`config.mk`:
```
export PLATFORM = sky130hd
export DESIGN_NAME = dec_to_octal_seq
export DESIGN_NICKNAME = d
export VERILOG_FILES = /design/src/rtl/dec_oct_pkg.sv /design/src/rtl/dec_oct_step.sv /design/src/rtl/dec_to_octal_seq.sv
export SDC_FILE = /design/constraint.sdc
export NUM_CORES = 1
export LEC_CHECK = 0
export CORE_ASPECT_RATIO = 0.6
export CORE_MARGIN = 5
export CORE_UTILIZATION = 58
export CTS_CLUSTER_DIAMETER = 50
export DETAILED_ROUTE_END_ITERATION = 10
export PLACE_DENSITY = 0.84
export SLEW_MARGIN = 20
export SYNTH_ARGS = -nofsm -noshare
export SYNTH_HDL_FRONTEND = slang
export SYNTH_HIERARCHICAL = 1
export SYNTH_SLANG_ARGS = --single-unit
export TNS_END_PERCENT = 20
```
`constraint.sdc`:
```
create_clock -name clk -period 8 [get_ports clk]
set_clock_uncertainty 0.2 [all_clocks]
set_input_delay 1.6 -clock clk [delete_from_list [all_inputs] [get_ports clk]]
set_output_delay 1.6 -clock clk [all_outputs]
set_load 0.02 [all_outputs]
```
`src/rtl/dec_oct_pkg.sv`:
```
// Shared types and helpers for the binary-to-octal sequential converter.
// The state encoding and digit geometry live here so that the shell and the step agree.
package dec_oct_pkg;

    typedef enum logic [1:0] {
        IDLE    = 2'd0,
        CONVERT = 2'd1,
        DONE    = 2'd2
    } state_t;

    // Bits per octal digit
    localparam int DIG_W = 3;

    // Number of octal digit slots needed for an in_w-bit unsigned value
    function automatic int maxd(input int in_w);
        return (in_w + 2) / 3;
    endfunction

endpackage

```
`src/rtl/dec_oct_step.sv`:
```
// One combinational octal-digit step: peel the low three bits off the remainder,
// weight them by the current power of ten and fold them into the accumulator.
// Multiplies are avoided: digit*pow is a sum of shifted pows, and x10 is (<<3)+(<<1).
module dec_oct_step
    import dec_oct_pkg::*;
#(
    parameter int IN_W  = 16,
    parameter int OUT_W = 20
) (
    input  logic [IN_W-1:0]  rem,
    input  logic [OUT_W-1:0] acc,
    input  logic [OUT_W-1:0] pow,
    output logic [IN_W-1:0]  rem_n,
    output logic [OUT_W-1:0] acc_n,
    output logic [OUT_W-1:0] pow_n,
    output logic             last
);

    logic [OUT_W-1:0] prod;

    // Digit weight as shift-add over the three digit bits, then advance all step state
    always_comb begin
        prod = '0;
        if (rem[0]) prod = prod + pow;
        if (rem[1]) prod = prod + (pow << 1);
        if (rem[2]) prod = prod + (pow << 2);
        acc_n = acc + prod;
        rem_n = rem >> DIG_W;
        pow_n = (pow << 3) + (pow << 1);
        last  = (rem_n == '0);
    end

endmodule

```
`src/rtl/dec_to_octal_seq.sv`:
```
// Multi-cycle binary to decimal-coded-octal converter (127 -> 177), one digit per clock,
// with a start/busy/done handshake. octal_out holds the last result until the next one lands.
// Optional build macro: DEC2OCT_NDIGITS_EN adds the ndigits output (digit count of the result).
module dec_to_octal_seq
    import dec_oct_pkg::*;
#(
    parameter int IN_W  = 16,
    parameter int OUT_W = 20
) (
    input  logic             clk,
    input  logic             rst,
    input  logic             start,
    input  logic [IN_W-1:0]  dec_in,
    output logic             busy,
    output logic             done,
    output logic [OUT_W-1:0] octal_out
`ifdef DEC2OCT_NDIGITS_EN
    ,
    output logic [2:0]       ndigits
`endif
);

    // Digit slot limit; stops the walk even if the remainder has not yet drained
    localparam logic [2:0] MAXD_C = 3'(maxd(IN_W));

    state_t           state;
    logic [IN_W-1:0]  rem;
    logic [OUT_W-1:0] acc;
    logic [OUT_W-1:0] pow;
    logic [2:0]       cnt;

    logic [IN_W-1:0]  rem_n;
    logic [OUT_W-1:0] acc_n;
    logic [OUT_W-1:0] pow_n;
    logic             last;
    logic [2:0]       cnt_n;

    assign cnt_n = cnt + 3'd1;

    dec_oct_step #(
        .IN_W  (IN_W),
        .OUT_W (OUT_W)
    ) u_step (
        .rem   (rem),
        .acc   (acc),
        .pow   (pow),
        .rem_n (rem_n),
        .acc_n (acc_n),
        .pow_n (pow_n),
        .last  (last)
    );

    // Handshake FSM and conversion registers; reset aborts any conversion in flight
    always_ff @(posedge clk) begin
        if (rst) begin
            state     <= IDLE;
            busy      <= 1'b0;
            done      <= 1'b0;
            octal_out <= '0;
            rem       <= '0;
            acc       <= '0;
            pow       <= '0;
            cnt       <= '0;
`ifdef DEC2OCT_NDIGITS_EN
            ndigits   <= '0;
`endif
        end else begin
            case (state)
                IDLE: begin
                    if (start) begin
                        rem   <= dec_in;
                        acc   <= '0;
                        pow   <= OUT_W'(1);
                        cnt   <= '0;
                        busy  <= 1'b1;
                        state <= CONVERT;
                    end
                end
                CONVERT: begin
                    rem <= rem_n;
                    acc <= acc_n;
                    pow <= pow_n;
                    cnt <= cnt_n;
                    if (last || (cnt_n == MAXD_C)) begin
                        octal_out <= acc_n;
                        done      <= 1'b1;
                        busy      <= 1'b0;
                        state     <= DONE;
`ifdef DEC2OCT_NDIGITS_EN
                        ndigits   <= cnt_n;
`endif
                    end
                end
                DONE: begin
                    done <= 1'b0;
                    if (start) begin
                        rem   <= dec_in;
                        acc   <= '0;
                        pow   <= OUT_W'(1);
                        cnt   <= '0;
                        busy  <= 1'b1;
                        state <= CONVERT;
                    end else begin
                        state <= IDLE;
                    end
                end
                default: begin
                    state <= IDLE;
                    busy  <= 1'b0;
                    done  <= 1'b0;
                end
            endcase
        end
    end

endmodule

```
### Word level (Yosys, flattened, before mapping)

Index checks and enable logic that the tools add are counted.

| storage, ports and cells | value |
|---|---|
| flip-flop bits (word level) | 83 |
| output and inout bits | 22 |
| bits of input ports | 19 |

| cells by class | value |
|---|---|
| bitwise gates (word level) | 1 |
| reductions and logical operators | 10 |
| equal/unequal tests | 6 |
| $add $sub $neg | 5 |
| muxes and demuxes | 20 |

Operator list:

| cell | number |
|---|---|
| 2-to-1 mux 20 bit | 5 |
| adder 20 bit | 4 |
| one-hot mux 20 bit (2 select lines) | 2 |
| one-hot mux 16 bit (2 select lines) | 1 |
| zero test 16 bit | 1 |
| 2-to-1 mux 16 bit | 1 |
| AND reduction 2 bit | 5 |
| one-hot mux 2 bit (3 select lines) | 1 |
| one-hot mux 3 bit (2 select lines) | 1 |
| 2-to-1 mux 1 bit | 4 |
| 2-to-1 mux 2 bit | 2 |
| inequality test 2 bit (second input constant) | 2 |
| one-hot mux 1 bit (2 select lines) | 2 |
| adder 3 x 1 -> 3 bit (second input constant) | 1 |
| equality test 3 bit (second input constant) | 1 |
| 2-to-1 mux 3 bit | 1 |
| equality test 2 x 1 -> 1 bit (second input constant) | 1 |
| equality test 2 bit (second input constant) | 1 |
| zero test 2 bit | 1 |
| inequality test 2 x 1 -> 1 bit (second input constant) | 1 |
| nonzero test 2 bit | 1 |
| OR reduction 2 bit | 1 |
| logical OR 1 bit | 1 |
| NOT 1 bit | 1 |

### Depth between registers and ports, before layout

Gate-level depths: netlist (run 1).

| logic depth | value |
|---|---|
| depth after elaboration | 7 |
| gate-level depth with buffers | 32 |
| gate-level depth less buffers | 31 |

### Cells and area by module

Netlist (run 1), hierarchy kept.

By module, submodules not included:

| module | sequential area each (sq um) | area each (sq um) | cells an instance | times used |
|---|---|---|---|---|
| dec_oct_step | 0.0 | 4,003.8 | 553 | 1 |
| dec_to_octal_seq | 1,661.6 | 3,054.2 | 308 | 1 |

### Worst setup path before layout (run 1)

No wires, ideal clock.

| path | value |
|---|---|
| path kind | register -> register |
| from | register pow[2] |
| to | register acc[19] |
| period minus slack after synthesis | 5,919 ps |
| arrival | 5,591 ps |
| cell stages (with the launch flop) | 31 |
| setup slack | 2,081 ps |
| buffers on the path | 0 |
| data required time | 7,672 ps |
| path through | dfxtp_1 > nand2_1 > inv_1 > ha_1 > a21o_1 > a22o_1 > a222oi_1 > o21a_2 > o22ai_2 > a31oi_1 > xnor2_1 > nand2_1 > xor2_1 > ha_1 > a21o_1 > a21o_1 > a41oi_1 > nor2b_1 > nor2_1 > o21ai_0 > xor2_1 > mux2_2 > ha_1 > and3_1 > a221o_1 > nand3_1 > a21oi_1 > xnor2_1 > xnor2_1 > a22oi_1 > nor2_1 |

| on the way | value |
|---|---|
| longest elaborated chain between the ends | 7 |

RTL lines:

| element | RTL line | RTL |
|---|---|---|
| from (decl) | dec_to_octal_seq.sv:29 | `logic [OUT_W-1:0] pow;` |
| from (signal assigned) | dec_to_octal_seq.sv:82 | `pow <= pow_n;` |
| 2-to-1 mux 20 bit | dec_oct_step.sv:24 | `if (rem[0]) prod = prod + pow;` |
| adder 20 bit | dec_oct_step.sv:25 | `if (rem[1]) prod = prod + (pow << 1);` |
| 2-to-1 mux 20 bit | dec_oct_step.sv:25 |  |
| adder 20 bit | dec_oct_step.sv:26 | `if (rem[2]) prod = prod + (pow << 2);` |
| 2-to-1 mux 20 bit (*) | dec_oct_step.sv:26 |  |
| adder 20 bit (*) | dec_oct_step.sv:27 | `acc_n = acc + prod;` |
| named net acc_n[19] | dec_to_octal_seq.sv:33 | `logic [OUT_W-1:0] acc_n;` |
| one-hot mux 20 bit (2 select lines) (*) | dec_to_octal_seq.sv:68 | `case (state)` |
| to (signal assigned) | dec_to_octal_seq.sv:81 | `acc <= acc_n;` |
| to (decl) | dec_to_octal_seq.sv:28 | `logic [OUT_W-1:0] acc;` |

Mark *: on every way through the listed nets, which the timed path passes. The rest lies on a longest branch.
A chain may end at the register's enable or synchronous reset.

### Final worst setup path (run 1)

Same ends and word-level chain as after synthesis.

==> results of run 1 <==
[cells by family (layout without fill, tap and decap cells)]
kind of cell	count (synthesis)	after routing	synth area share, %
AND/OR/NAND/NOR	245	245	16.1
flip-flops	83	83	23.5
buffers and inverters	88	88	6.31
other	1	4	0.0531
AO/OA/AOI/OAI	256	256	25.0
XOR/XNOR	62	62	7.69
adder cells (fa/ha/maj)	75	75	13.7
multiplexers	51	51	7.50
[metal layers]
layer | vias up | track usage [%] | share of wire (%)
li1 | 3106 | - | -
met1 | 2903 | 32.8 | 51
met2 | 185 | 34.3 | 42
met3 | 14 | 3.95 | 6.0
met4 | 0 | 4.97 | 0.85
met5 | - | 0 | 0
[worst min-delay path: stages, from the launching register on]
cell and delay, ps:
dfxtp_1 330, mux2i_1 60, nor2_1 70
[state kept, by name, summed over array words and instances, names as in the netlist]
| register | flops |
|---|---|
| pow | 20 |
| done | 1 |
| rem | 16 |
| state | 2 |
| busy | 1 |
| acc | 20 |
| octal_out | 20 |
| cnt | 3 |
[per-stage QoR]
stage                     util, %  std cells  power (mW)  cell area, µm²  hold slack [ps]
final                        64.3       1029        1.07            7700              299
after global placement       61.5       1012       0.629            7370              273
after detailed placement     61.5       1012       0.633            7370              282
after global routing         64.3       1029        1.12            7700              316
after floorplan                 -        864       0.601            7070              265
after CTS                    64.1       1028        1.07            7680              300
[layout make-up]
| type | instances | area (µm²) |
|---|---|---|
| clock buffer | 9 | 225 |
| clock inverter | 7 | 83.8 |
| fill | 966 | 4280 |
| inverter | 26 | 97.6 |
| multi-input combinational | 693 | 4970 |
| sequential | 83 | 1660 |
| tap | 165 | 206 |
| timing repair buffer | 46 | 460 |
[worst paths after layout]
kind | slack, ps | endpoint | start
worst max-delay path | 1260 | acc[19] | pow[2]
worst min-delay path | 300 | octal_out[4] | octal_out[4]
worst max register to register | 1260 | acc[19] | pow[2]
worst min register to register | 300 | octal_out[4] | octal_out[4]
[where the power goes]
group	internal (mW)	leakage [nW]	switching (mW)
logic	0.0726	2.55	0.107
registers	0.430	0.674	0.0208
clock network	0.249	0.154	0.191
total	0.751	3.38	0.319
[Yosys cell counts (3+ instances only)]
| cell type | count |
|---|---|
| or3_1 | 6 |
| nand2b_1 | 10 |
| and3_1 | 3 |
| nand2_1 | 40 |
| o21bai_1 | 5 |
| xor2_1 | 22 |
| buf_4 | 23 |
| a41oi_1 | 3 |
| nor2b_1 | 6 |
| o21ai_0 | 25 |
| buf_2 | 11 |
| or2_2 | 5 |
| dfxtp_1 | 83 |
| xnor2_1 | 40 |
| and2_1 | 11 |
| a31oi_1 | 3 |
| inv_1 | 25 |
| mux2i_1 | 39 |
| o22ai_1 | 5 |
| nor4_1 | 3 |
| a22oi_1 | 42 |
| a21oi_2 | 3 |
| a211oi_1 | 24 |
| o31ai_1 | 4 |
| a21o_1 | 27 |
| nand3_1 | 8 |
| o211ai_1 | 6 |
| nand3b_1 | 3 |
| nand4_1 | 4 |
| nor2_1 | 125 |
| mux2_2 | 11 |
| nor3_1 | 8 |
| a21oi_1 | 56 |
| fa_1 | 4 |
| o21ai_1 | 13 |
| o21a_1 | 6 |
| clkbuf_1 | 25 |
| ha_1 | 71 |
[placed cells by master (no fill, tap or decap), types with 25 or more instances in the layout]
cell,netlist,final
inv_1,25,25
a21o_1,27,27
dfxtp_1,83,83
clkdlybuf4s50_1,0,39
ha_1,71,71
xnor2_1,40,40
a22oi_1,42,42
o21ai_0,25,25
mux2i_1,39,39
a21oi_1,56,56
nor2_1,125,125
nand2_1,40,40
==> results.sh, run 1 <==
export IMPL_netlist_area_mm2=0.00706
export IMPL_status="completed"
export IMPL_grt_usage_pct=22.3
export IMPL_place_hpwl_mm=11.4
export IMPL_rsz0062_at_grt="no"
export IMPL_postCtsSetupRepairBufs=0
export IMPL_start_util_pct=58.9
export IMPL_synth_top_cell_area_share_pct=23.5
export IMPL_min_path_type="reg2reg"
export IMPL_critPathBufInv=1
export IMPL_required_ps=8000
export IMPL_portBuffers=40
export IMPL_synth_area_top_cells="dfxtp_1 (24%), ha_1 (13%), nor2_1 (6.6%)"
export IMPL_die_w_um=152
export IMPL_critPathMaxFanout=11
export IMPL_cts_sinks=83
export IMPL_die_area_mm2=0.0145
export IMPL_grt_max_degree=84
export IMPL_clk_latency_ps=340
export IMPL_drc=0
export IMPL_critPathSlowestCell="dfxtp_1"
export IMPL_crit_type="reg2reg"
export IMPL_fin_crit_sh_pct=84.3
export IMPL_period_needed_ps=6740
export IMPL_timing_fmax_ghz=0.148
export IMPL_pre_cts_ws_ps=1430
export IMPL_drt_total_wl_mm=16.3
export IMPL_n_antenna_cell=0
export IMPL_peakVddDrop_uv=101
export IMPL_synthToLayoutAreaGrowth_pct=9.17
export IMPL_synth_top_cell_by_area="dfxtp_1"
export IMPL_slew_headroom_pct=38.3
export IMPL_rr_worst_depth=31
export IMPL_synth_edff_count=0
export IMPL_core_mm2=0.0120
export IMPL_arrival_ps=6740
export IMPL_powerDensity_mw_per_mm2=139
export IMPL_first_pass_iters=5
export IMPL_postCtsHoldBufs=0
export IMPL_tightestPinTransition_ps=924
export IMPL_vias=6208
export IMPL_globalRouteOverflowTotal=0
export IMPL_root_buffer="clkbuf_16"
export IMPL_max_cap_violations=0
export IMPL_clockBufferDepth=2
export IMPL_htreeDepth=3
export IMPL_final_nets=953
export IMPL_gp_congestion=0.904
export IMPL_setup_violations=0
export IMPL_synth_cells=861
export IMPL_rows=31
export IMPL_vias_per_cell=6.03
export IMPL_io_pins=41
export IMPL_routedWlPerCell_um=15.8
export IMPL_syn_area_per_cell_um2=8.20
export IMPL_ys_flop_type="dfxtp_1"
export IMPL_total_leakage_power_nw=3.38
export IMPL_ys_types=81
export IMPL_clkSlewWorstSetupHoldPaths_ps=70
export IMPL_synthArstFlopShare_pct=0
export IMPL_maxSlewViolCount=0
export IMPL_grt_pass1_vias=5603
export IMPL_finalSetupTns_ps=0
export IMPL_cp_slowest_stage_delay_ps=550
export IMPL_setup_ws_ps=1260
export IMPL_synth_seq_cells=83
export IMPL_post_cts_resized=0
export IMPL_cp_end_kind="flop"
export IMPL_die_y_um=95.5
export IMPL_drtIter0Drc=544
export IMPL_ys_seq_area_share_pct=23.5
export IMPL_yosysWarnings=6
export IMPL_cts_tree="built"
export IMPL_crit_family="compound AO/OA/AOI/OAI gates"
export IMPL_worst_path_stages=31
export IMPL_numCtsBuffers=9
export IMPL_layout_drive_gt1_share_pct=6.60
export IMPL_whs_path_depth=2
export IMPL_critPathLaunchType="flop"
export IMPL_antenna_found_initial=0
export IMPL_hold_viol=0
export IMPL_ant_nets=0
export IMPL_grt_pass1_wl_mm=27.5
Power figures use the tool's default switching activity.
==> run 2, diff against run 1 <==
--- a/config.mk
+++ b/config.mk
@@ -7,10 +7,10 @@
 export LEC_CHECK = 0
 export CORE_ASPECT_RATIO = 0.6
 export CORE_MARGIN = 5
-export CORE_UTILIZATION = 58
+export CORE_UTILIZATION = 55
 export CTS_CLUSTER_DIAMETER = 50
 export DETAILED_ROUTE_END_ITERATION = 10
-export PLACE_DENSITY = 0.84
+export PLACE_DENSITY = 0.83
 export SLEW_MARGIN = 20
 export SYNTH_ARGS = -nofsm -noshare
 export SYNTH_HDL_FRONTEND = slang
==> constraint.sdc (replaced) <==
create_clock -name clk -period 6.1 [get_ports clk]
set_clock_uncertainty 0.2 [all_clocks]
set_input_delay 1.22 -clock clk [delete_from_list [all_inputs] [get_ports clk]]
set_output_delay 1.22 -clock clk [all_outputs]
set_load 0.02 [all_outputs]
==> run 2 against run 1 <==
Against the previous run: power grew 34%; global-route usage shrank 1.4 points; critical path depth down 2; hold slack worse by 6.4 ps; largest power group unchanged; highest routed layer unchanged; sequential share of layout area down 0.93 points.
==> results.sh, run 2 (same netlist as run 1, synthesis figures left out) <==
export IMPL_timing_hold_ws_ps=293
export IMPL_io_pins=41
export IMPL_die_w_um=156
export IMPL_pre_cts_ws_ps=-115
export IMPL_drtIter0Drc=544
export IMPL_globalRouteMet1Util_pct=32.2
export IMPL_root_buffer="clkbuf_16"
export IMPL_core_mm2=0.0127
export IMPL_min_path_type="reg2reg"
export IMPL_fin_crit_sh_pct=99.9
export IMPL_ant_nets=0
export IMPL_clkSlewWorstSetupHoldPaths_ps=70
export IMPL_synthToLayoutAreaGrowth_pct=14.7
export IMPL_final_common_cell="nor2_1"
export IMPL_arrival_ps=6090
export IMPL_drt_total_wl_mm=16.8
export IMPL_crit_type="reg2reg"
export IMPL_grt_usage_pct=20.9
export IMPL_tightestPinTransition_ps=996
export IMPL_gp_congestion=0.897
export IMPL_busiest_layer="met1"
export IMPL_max_cap_violations=0
export IMPL_n_fill_cell=995
export IMPL_reg_top3="acc (20), octal_out (20), pow (20)"
export IMPL_critPathLaunchType="flop"
export IMPL_setup_ws_ps=4.84
export IMPL_clk_latency_ps=340
export IMPL_antenna_found_initial=0
export IMPL_critPathMaxFanout=4
export IMPL_die_area_mm2=0.0153
export IMPL_grt_use_met2_pct=31.3
export IMPL_layout_drive_gt1_share_pct=12.9
export IMPL_status="completed"
export IMPL_layout_common_cells="nor2_1 (124), dfxtp_1 (80), ha_1 (62), a21oi_1 (50), a22oi_1 (42)"
export IMPL_htreeDepth=3
export IMPL_critPathSlowestCell="a222oi_1"
export IMPL_n_antenna_cell=0
export IMPL_die_y_um=97.8
export IMPL_maxSlewViolCount=0
export IMPL_finalSetupTns_ps=0
export IMPL_vias=6333
export IMPL_grt_pass1_wl_mm=27.4
export IMPL_start_util_pct=55.6
export IMPL_required_ps=6100
export IMPL_total_leakage_power_nw=3.50
export IMPL_final_nets=974
export IMPL_drc=0
export IMPL_peakVddDrop_uv=134
export IMPL_grt_max_degree=84
export IMPL_final_util_pct=63.8
export IMPL_portBuffers=40
export IMPL_clockBufferDepth=2
export IMPL_routedWlPerCell_um=15.9
export IMPL_cts_sinks=83
export IMPL_globalRouteOverflowTotal=0
export IMPL_slew_headroom_pct=33.5
export IMPL_first_pass_iters=5
export IMPL_hold_viol=0
export IMPL_cp_end_kind="flop"
export IMPL_rsz0062_at_grt="yes"
export IMPL_vias_per_cell=6.00
export IMPL_setup_violations=0
export IMPL_grt_pass1_vias=5698
export IMPL_period_needed_ps=6100
export IMPL_place_hpwl_mm=11.4
export IMPL_cp_slowest_stage_delay_ps=410
export IMPL_grt_util_met3_pct=3.41
export IMPL_cts_tree="built"
export IMPL_timing_fmax_ghz=0.164
export IMPL_rows=32
export IMPL_powerDensity_mw_per_mm2=176
export IMPL_numCtsBuffers=9
## run 2: cell count changes in the layout (fill, tap and decap cells not counted), sizes merged
| cell | before | now |
|---|---|---|
| buf | 7 | 28 |
| clkinvlp | 0 | 1 |
| clkinv | 2 | 1 |
## run 2: routing by layer
layer / vias up / wire length [µm]
met1: 3012 / 8630
met4: 0 / 98
met5: - / 0
met3: 11 / 824
li1: 3144 / -
met2: 166 / 7210
## run 2: timing repair
action | 4_1_cts | 5_1_grt
endpoints found under the hold margin | 0 | 0
resized for setup | 6 | 48
hold buffers | 0 | 0
setup endpoints to repair | 2 | 14
buffers inserted | 1 | 6
pin swaps | 3 | 35
## run 2: layout make-up
type | instances | area (µm²) | share of cell area [%]
inverter | 26 | 97.6 | 1.21
timing repair buffer | 67 | 618 | 7.63
clock buffer | 9 | 225 | 2.78
clock inverter | 7 | 93.8 | 1.16
multi-input combinational | 693 | 5180 | 64.0
sequential | 83 | 1670 | 20.6
tap | 170 | 213 | 2.63
## run 2: power breakdown
part	total, mW	leakage [nW]	switching [mW]	internal, mW
Sequential	0.587	0.676	0.0237	0.563
Clock	0.587	0.153	0.257	0.330
Combinational	0.254	2.67	0.150	0.104
## run 2: critical path: cells and delay by family (launching register included)
family	cells	cell delay, ps
compound gates	15	3110
fa+ha+maj	3	650
mux	2	570
xor+xnor	4	540
flops	1	380
simple gates	3	270
buf+inv	2	210
## run 2: final timing paths
kind	slack [ps]	end	depth (start not counted)	start
hold reg to reg	290	octal_out[12]	2	octal_out[12]
setup / recovery	5	acc[19]	29	rem[0]
hold / removal	290	octal_out[12]	2	octal_out[12]
setup reg to reg	5	acc[19]	29	rem[0]
## run 2: stage by stage
stage | std cells | total power, mW | instance area (µm²)
final | 1055 | 1.43 | 8100
after CTS | 1048 | 1.42 | 7830
after floorplan | 864 | 0.789 | 7070
after global routing | 1055 | 1.49 | 8100
after detailed placement | 1031 | 0.834 | 7480
after global placement | 1031 | 0.829 | 7480
==> run 3, diff against run 2 <==
--- a/config.mk
+++ b/config.mk
@@ -5,7 +5,7 @@
 export SDC_FILE = /design/constraint.sdc
 export NUM_CORES = 1
 export LEC_CHECK = 0
-export CORE_ASPECT_RATIO = 0.6
+export CORE_ASPECT_RATIO = 0.9
 export CORE_MARGIN = 5
 export CORE_UTILIZATION = 55
 export CTS_CLUSTER_DIAMETER = 50
==> run 3 against run 2 <==
Against the previous run: the flow now finishes with violations (setup timing); critical path depth up 3; count of clock-buffer cells in the layout rose by 1; cell count increased by 0.76%; via count is 5.7% higher; sequential power up 0.9%; first-iteration DRC count rose by 35%.
==> results.sh, run 3 (same netlist as run 1, synthesis figures left out) <==
export IMPL_crit_type="reg2reg"
export IMPL_cp_end_kind="flop"
export IMPL_rows=39
export IMPL_r2r_slack_ps=-290
export IMPL_slew_headroom_pct=29.3
export IMPL_die_area_mm2=0.0152
export IMPL_hold_end="done"
export IMPL_fin_crit_sh_pct=105
export IMPL_timing_fmax_ghz=0.157
export IMPL_setup_violations=4
export IMPL_required_ps=6110
export IMPL_layout_common_cells="nor2_1 (124), dfxtp_1 (81), ha_1 (61), a21oi_1 (52), a22oi_1 (42)"
export IMPL_cts_sinks=83
export IMPL_grt_max_degree=84
export IMPL_cp_startpoint="rem[0]"
export IMPL_crit_top_cell="a21o_1"
export IMPL_maxSlewViolCount=0
export IMPL_antenna_found_initial=0
export IMPL_max_cap_violations=0
export IMPL_start_util_pct=55.8
export IMPL_die_w_um=129
export IMPL_die_y_um=117
export IMPL_min_from="done"
export IMPL_crit_family="compound AO/OA/AOI/OAI gates"
export IMPL_n_antenna_cell=0
export IMPL_rsz0062_at_grt="yes"
export IMPL_n_fill_cell=900
export IMPL_critPathSlowestCell="a222oi_1"
export IMPL_arrival_ps=6390
export IMPL_pre_cts_ws_ps=-117
export IMPL_total_leakage_power_nw=3.56
export IMPL_root_buffer="clkbuf_16"
export IMPL_critPathMaxFanout=4
export IMPL_worstReg2RegStart="rem[0]"
export IMPL_cts_tree="built"
export IMPL_critPathLaunchType="flop"
export IMPL_violations="setup timing"
export IMPL_placed_cell_area_mm2=0.00747
export IMPL_peakVddDrop_uv=156
export IMPL_cp_slowest_stage_delay_ps=390
export IMPL_globalRouteOverflowTotal=0
export IMPL_fin_cells=1063
export IMPL_clkSlewWorstSetupHoldPaths_ps=70
export IMPL_powerDensity_mw_per_mm2=172
export IMPL_drtIter0Drc=733
export IMPL_tightestPinTransition_ps=1060
export IMPL_worst_path_stages=32
export IMPL_grt_pass1_vias=5727
export IMPL_ant_nets=0
export IMPL_vias_per_cell=6.30
export IMPL_synthToLayoutAreaGrowth_pct=17.1
export IMPL_final_common_cell="nor2_1"
export IMPL_routedWlPerCell_um=17.4
export IMPL_io_pins=41
export IMPL_layout_drive_gt1_share_pct=14.3
export IMPL_min_path_type="reg2reg"
export IMPL_postCtsHoldBufs=0
export IMPL_status="complete, but fails checks"
export IMPL_placed_cells=1025
export IMPL_reg2reg_to="octal_out[19]"
export IMPL_final_nets=988
export IMPL_portBuffers=40
export IMPL_drt_total_wl_mm=18.5
export IMPL_htreeDepth=3
export IMPL_reg_top3="acc (20), octal_out (20), pow (20)"
export IMPL_clockBufferDepth=2
export IMPL_whs_path_depth=2
export IMPL_final_cell_area_mm2=0.00827
export IMPL_clk_latency_ps=350
export IMPL_place_hpwl_mm=10.8
export IMPL_setup_ws_ps=-288
export IMPL_rr_worst_depth=32
export IMPL_drc=0
export IMPL_core_mm2=0.0126
export IMPL_gp_congestion=0.886
export IMPL_grt_pass1_wl_mm=26.9
export IMPL_hold_viol=0
export IMPL_critPathBufInv=2
export IMPL_numCtsBuffers=9
export IMPL_first_pass_iters=8
export IMPL_grt_usage_pct=20.8
export IMPL_period_needed_ps=6390
export IMPL_vias=6695
## run 3: per-layer routing
layer	share of wire (%)	wire (µm)	up-vias	global-route usage (%)
met2	46	8500	351	30.1
met4	2.9	543	0	6.43
met3	7.2	1340	65	3.36
met5	0	0	-	0
met1	44	8140	3116	31.3
li1	-	-	3163	-
## run 3: worst min-delay path, cell delays in order (launching register included)
cell     delay, ps
dfxtp_1        330
a21oi_1         60
nor2_1          70
## run 3: layout make-up
class	instances	area [µm²]	area share, %
Timing Repair Buffer	81	711	8.60
Clock inverter	6	72.6	0.878
Inverter	26	97.6	1.18
Sequential cell	83	1670	20.2
Clock buffer	10	239	2.89
Multi-Input combinational cell	693	5280	63.8
Tap cell	164	205	2.48
## run 3: what timing repair did
| item | CTS | global route |
|---|---|---|
| pin swaps | 5 | 42 |
| setup endpoints to repair | 2 | 12 |
| buffers inserted | 3 | 20 |
| gates resized for setup | 3 | 60 |
| cloned | 0 | 0 |
## run 3: worst max-delay path by stage
stage	slack [ps]	endpoint
2_1_floorplan	180	acc[19]
3_3_place_gp	100	acc[19]
3_5_place_dp	-120	acc[19]
4_1_cts	2	acc[19]
5_1_grt	-420	octal_out[19]
6_report	-290	octal_out[19]
## run 3: power by group
group | internal (mW) | switching (mW)
Sequential | 0.564 | 0.0289
Combinational | 0.106 | 0.147
Clock | 0.334 | 0.242
## run 3: through the flow
step	TNS [ps]	hold WS [ps]	total power, mW	utilization, %
after CTS	0	301	1.40	61.8
after floorplan	0	265	0.789	-
after detailed placement	-184	285	0.831	59.1
after global routing	-2190	323	1.48	65.4
final	-737	295	1.42	65.4
after global placement	0	273	0.826	59.1
